$ cat config.mk
export PLATFORM = sky130hd
export DESIGN_NAME = fetcher
export DESIGN_NICKNAME = d
export VERILOG_FILES = /design/src/rtl/fetcher_pkg.sv /design/src/rtl/fetcher.sv
export SDC_FILE = /design/constraint.sdc
export NUM_CORES = 1
export LEC_CHECK = 0
export ABC_CLOCK_PERIOD_IN_PS = 2400
export CORE_ASPECT_RATIO = 0.75
export CORE_MARGIN = 3
export CORE_UTILIZATION = 35
export CTS_BUF_LIST = sky130_fd_sc_hd__clkbuf_16
export DETAILED_ROUTE_END_ITERATION = 10
export HOLD_SLACK_MARGIN = 0.03
export PLACE_DENSITY = 0.7
export SETUP_SLACK_MARGIN = 0.5
export SYNTH_ARGS = -nofsm -noshare
export SYNTH_HDL_FRONTEND = slang
export SYNTH_SLANG_ARGS = --single-unit
$ cat constraint.sdc
create_clock -name clk -period 2.4 [get_ports clk]
set_input_delay 0.72 -clock clk [delete_from_list [all_inputs] [get_ports clk]]
set_output_delay 0.72 -clock clk [all_outputs]
set_load 0.01 [all_outputs]
$ cat src/rtl/fetcher_pkg.sv
// rtl/fetcher_pkg.sv - shared fetch-stage types and constants
package fetcher_pkg;

  typedef enum logic [1:0] {
    IDLE = 2'd0,
    WAIT = 2'd1,
    DONE = 2'd2
  } fetch_state_t;

  localparam logic [31:0] INSTR_NOP = 32'h0000_0013;

endpackage

$ cat src/rtl/fetcher.sv
// rtl/fetcher.sv - instruction fetch stage with fixed memory latency and redirect
// Optional misaligned-pc trap to NOP when FETCH_MISALIGN_CHECK_EN is defined.
module fetcher
  import fetcher_pkg::*;
#(
  parameter int unsigned MEM_LATENCY = 1,
  parameter int unsigned ADDR_WIDTH  = 15
) (
  input  logic                  clk,
  input  logic                  rstn,
  input  logic                  enabled,
  input  logic [31:0]           pc,
  output logic                  mem_en,
  output logic [ADDR_WIDTH-1:0] mem_addr,
  input  logic [31:0]           mem_rdata,
  output logic                  completed,
  output logic [31:0]           instr_raw,
  output logic [31:0]           pc_out,
  output logic                  misaligned
);

  localparam logic [2:0] LAT = 3'(MEM_LATENCY);

  fetch_state_t          state_q;
  logic [2:0]            cnt_q;
  logic                  mem_en_q;
  logic                  done_q;
  logic [ADDR_WIDTH-1:0] mem_addr_q;
  logic [31:0]           instr_raw_q;
  logic [31:0]           pc_out_q;

  // Upper pc bits alias away by design; low bits only matter for the trap.
  logic unused_pc_bits;
  assign unused_pc_bits = ^{pc[31:ADDR_WIDTH+2], pc[1:0]};

`ifdef FETCH_MISALIGN_CHECK_EN
  logic misaligned_q;
  logic skip_q;
  logic misalign_req;
  assign misalign_req = (pc[1:0] != 2'b00);
  assign misaligned   = misaligned_q;
`else
  assign misaligned   = 1'b0;
`endif

  always_ff @(posedge clk) begin
    if (!rstn) begin
      state_q     <= IDLE;
      cnt_q       <= 3'd0;
      mem_en_q    <= 1'b0;
      done_q      <= 1'b0;
      mem_addr_q  <= '0;
      instr_raw_q <= 32'd0;
      pc_out_q    <= 32'd0;
`ifdef FETCH_MISALIGN_CHECK_EN
      misaligned_q <= 1'b0;
      skip_q       <= 1'b0;
`endif
    end else if (enabled) begin
      // A new request always wins, which also discards any read still in flight.
      pc_out_q   <= pc;
      mem_addr_q <= pc[ADDR_WIDTH+1:2];
      done_q     <= 1'b0;
      state_q    <= WAIT;
`ifdef FETCH_MISALIGN_CHECK_EN
      mem_en_q     <= !misalign_req;
      skip_q       <= misalign_req;
      misaligned_q <= 1'b0;
      cnt_q        <= misalign_req ? 3'd0 : LAT;
`else
      mem_en_q <= 1'b1;
      cnt_q    <= LAT;
`endif
    end else begin
      case (state_q)
        WAIT: begin
          mem_en_q <= 1'b0;
          if (cnt_q == 3'd0) begin
`ifdef FETCH_MISALIGN_CHECK_EN
            instr_raw_q  <= skip_q ? INSTR_NOP : mem_rdata;
            misaligned_q <= skip_q;
`else
            instr_raw_q <= mem_rdata;
`endif
            done_q  <= 1'b1;
            state_q <= DONE;
          end else begin
            cnt_q <= cnt_q - 3'd1;
          end
        end
        default: ;
      endcase
    end
  end

  assign mem_en    = mem_en_q;
  assign mem_addr  = mem_addr_q;
  assign instr_raw = instr_raw_q;
  assign pc_out    = pc_out_q;
  assign completed = done_q & !enabled;

endmodule

== Word level (Yosys, flattened, before mapping) ==
Index checks and enable logic that the tools add are counted.

* Add/subtract/negate cells: 1
* Equality and inequality tests: 2
* Multiplexer cells: 8
* Bitwise logic cells: 4
* Reductions and logical operators: 10

{| class="wikitable"
|+ Operators by type and width
! operator !! number
|-
| 1-bit two-way mux || 8
|-
| 2-bit AND reduction || 4
|-
| 2-bit nonzero test || 2
|-
| 3-bit logical NOT || 1
|-
| 1-bit NOT || 3
|-
| 3-bit AND reduction || 1
|-
| 3-bit by 1-bit subtractor with 3-bit output, second input constant || 1
|-
| 2-bit by 1-bit equality test with 1-bit output, second input constant || 1
|-
| 2-bit inequality test, second input constant || 1
|-
| 2-bit OR reduction || 1
|-
| 1-bit AND || 1
|-
| 1-bit logical NOT || 1
|}

* Register bits after elaboration: 85
* Bits of input ports: 67
* Output and inout bits: 82
* Word-level logic and storage cells: 33

== Longest topological paths before layout ==
* Depth in word-level cells: 4
* Gate-level depth with buffers: 7

== Worst setup path after synthesis ==
No wires, ideal clock.

* Path kind: in2out
* Start: input port enabled
* End: output port completed
* Data arrival time: 1.249 ns
* Data required time: 1.680 ns
* Setup slack: 0.431 ns
* Stages: 3
* Buffers on the path: 2
* Cell sequence: buf_4 -> buf_4 -> nor2b_1

* Longest elaborated chain between the ends: 2

{| class="wikitable"
|+ RTL lines
! item !! RTL line !! source
|-
| start: declaration || fetcher.sv:11 || <nowiki>input logic enabled,</nowiki>
|-
| 1-bit logical NOT || fetcher.sv:100 || <nowiki>assign completed = done_q & !enabled;</nowiki>
|-
| 1-bit AND || fetcher.sv:100 ||
|-
| end: declaration || fetcher.sv:16 || <nowiki>output logic completed,</nowiki>
|}

Every way passes these cells.

== Worst setup path in the final report ==
Same ends and word-level chain as after synthesis.

==> results.sh <==
export IMPL_critical_path_required_ps=1680
export IMPL_post_dp_hpwl_um=5110
export IMPL_timing_final_hold_violations=0
export IMPL_timing_worst_slew_pin_value_ps=589
export IMPL_final_min_period_over_clock_period=0.744
export IMPL_setup_repair_after_global_routing_missed_its_margin="no"
export IMPL_core_area_mm2=0.00802
export IMPL_vdd_ir_drop_max_v=0.000403
export IMPL_ios=149
export IMPL_fraction_of_power_consumed_by_the_clock_network=0.409
export IMPL_drt_first_iter_violations=88
export IMPL_max_slew_violation_count=0
export IMPL_floorplan_initialDensity=0.366
export IMPL_sequential_share_of_power=0.446
export IMPL_design_final_nets=487
export IMPL_io_buffer_count=147
export IMPL_place_inst=512
export IMPL_worst_endpoint_arrival_ps=1060
export IMPL_via_count_of_the_first_global_routing_pass=2342
export IMPL_drt_drc_violations_left=0
export IMPL_detailed_place_area_mm2=0.00429
export IMPL_ant_nets=0
export IMPL_synth_net_count=361
export IMPL_most_common_layout_cells="dlygate4sd2_1 (80), dfxtp_1 (70), nand2_1 (64), mux2i_1 (64), clkdlybuf4s50_1 (64)"
export IMPL_std_cell_rows=28
export IMPL_layout_cells_most_common="dlygate4sd2_1"
export IMPL_power_share_combinational=0.144
export IMPL_fin_crit_ps=1780
export IMPL_share_of_final_layout_standard_cells_stronger_than_drive_strength_1=0.0567
export IMPL_crit_path_start="enabled"
export IMPL_max_freq_mhz=560
export IMPL_area_growth_pct=51.6
export IMPL_syn_avg_cell_area_um2=10.0
export IMPL_clock_sinks=70
export IMPL_num_vias=2337
export IMPL_cts_buffer_depth=2
export IMPL_crit_path_launch_type="primary input"
export IMPL_avgViaCountPerCell=4.43
export IMPL_critical_path_capture_point_type="primary output"
export IMPL_route_detailed_wl_per_inst_um=13.5
export IMPL_ys_seq_area_frac=0.478
export IMPL_max_slew_margin=0.608
export IMPL_syn_cell_area_mm2=0.00293
export IMPL_setup_tns_final_ps=0
export IMPL_path_max_fanout=3
export IMPL_grt_antenna_before_repair=0
export IMPL_syn_instance_count=292
export IMPL_yosysWarnings=0
export IMPL_globalRouteOverflowTotal=0
export IMPL_gpl_final_weighted_congestion=0.684
export IMPL_layoutNonFillerInstCount=528
export IMPL_r2r_start="cnt_q[0]$_SDFFE_PN0P_"
export IMPL_hold_path_startpoint="instr_raw[17]$_SDFFE_PN0P_"
export IMPL_track_usage=0.154
export IMPL_fp_dieH_um=85.3
export IMPL_die_area_mm2=0.00953
export IMPL_min_path_type="reg2reg"
export IMPL_synth_cell_types=23
export IMPL_p_switching_uw=668
export IMPL_crit_type="in2out"
export IMPL_clock_latency_ps=330
export IMPL_cts_root_buf="clkbuf_16"
export IMPL_synth_seq_cells=70
export IMPL_timing_clock_skew_ps=8.32
export IMPL_final_standard_cell_utilization_of_the_core=0.555
export IMPL_stdcell_area_mm2=0.00445
export IMPL_antenna_cells=0
export IMPL_numCtsBuffers=9
export IMPL_final_setup_viol_count=0
export IMPL_final_total_power_mw=2.81
export IMPL_tritoncts_clock_tree="done"
export IMPL_maximum_number_of_pins_on_one_net_before_global_route_repair=46
export IMPL_die_width_um=112
export IMPL_power_report_internal_total_mw=2.14
export IMPL_power_share_switching=0.238
export IMPL_cts_clk_slew_worst_paths_ps=50
export IMPL_outcome="finished, final reports clean"
export IMPL_first_pass_iters=3
export IMPL_h_tree_depth=3
export IMPL_cts_hold_buffers=0
export IMPL_detailed_route_wl_um=7110
export IMPL_cts_repair_timing_setup_buffer_count=0
export IMPL_drv_max_cap_violation_count=0
export IMPL_leakagePower_nw=2.10
export IMPL_first_pass_grt_wire_length_um=11700
export IMPL_power_density_mw_per_mm2=631
-- flip-flops by register name, indices dropped and copies added (netlist names) --
signal and cells:
instr_raw 32, pc_out 18, mem_addr 14, cnt_q 3
done_q 1, mem_en 1, state_q 1
-- final timing paths --
path | endpoint | cells past startpoint | slack, ps
max | completed | 3 | 620
max reg2reg | instr_raw[2]$_SDFFE_PN0P_ | 5 | 710
min reg2reg | instr_raw[17]$_SDFFE_PN0P_ | 2 | 450
min | instr_raw[17]$_SDFFE_PN0P_ | 2 | 450
-- per-stage QoR --
stage	hold WS (ps)	setup slack (ps)
after floorplan	473	532
after global placement	441	215
after detailed placement	448	211
after CTS	456	479
after global routing	472	556
final	453	615
-- power by group through the flow --
stage	combinational (mW)	clock [mW]	sequential, mW
5_1_grt	0.441	1.25	1.26
2_1_floorplan	0.201	0	1.30
3_3_place_gp	0.450	0	1.28
6_report	0.405	1.15	1.25
3_5_place_dp	0.458	0	1.28
4_1_cts	0.413	1.19	1.25
-- routing by layer --
layer / up-vias / GRT usage / wire length (um)
met4: 0 / 0.0597 / 113
met5: - / 0 / 0
met2: 60 / 0.263 / 3550
met1: 1083 / 0.170 / 2990
li1: 1182 / - / -
met3: 12 / 0.0684 / 453
-- synthesized netlist by cell type --
cell / count / area, um2
dfxtp_1: 70 / 1400
mux2i_1: 64 / 641
nand2_1: 64 / 240
nor2b_1: 34 / 213
buf_4: 20 / 150
clkbuf_1: 8 / 30.0
buf_12: 4 / 80.1
a21oi_1: 3 / 15.0
buf_2: 3 / 15.0
inv_1: 3 / 11.3
nor2_1: 3 / 11.3
o21ai_0: 3 / 15.0
ha_1: 2 / 25.0
nand2b_1: 2 / 12.5
a21oi_2: 1 / 8.76
and3_4: 1 / 11.3
conb_1: 1 / 3.75
nor2b_4: 1 / 13.8
nor3_1: 1 / 5.00
o21a_1: 1 / 7.51
o31a_1: 1 / 8.76
or3_2: 1 / 7.51
or4_1: 1 / 7.51
-- critical path, stage by stage --
cell and delay (ps):
buf_2 120, nor2b_4 90, clkbuf_2 130
-- cells by family after synthesis --
| logic type | Yosys count | share of synthesized area |
|---|---|---|
| compound gates | 9 | 0.0188 |
| fa+ha+maj | 2 | 0.00853 |
| buf+inv | 38 | 0.0977 |
| flops | 70 | 0.478 |
| mux | 64 | 0.218 |
| other cells | 1 | 0.00128 |
| simple gates | 108 | 0.178 |
-- cell type report --
type / count / area [um2]
inverter: 3 / 11.3
multi-input combinational: 184 / 1250
tap: 105 / 131
timing repair buffer: 150 / 1390
sequential: 70 / 1400
fill: 779 / 3570
clock inverter: 7 / 35.0
clock buffer: 9 / 225
-- repair_timing --
item | CTS | global route
endpoints found under the hold margin | 0 | 0
endpoints found under the setup margin | 81 | 1
resized for setup | 81 | 2
gates cloned | 0 | 0
(Power assumes the default switching activity.)
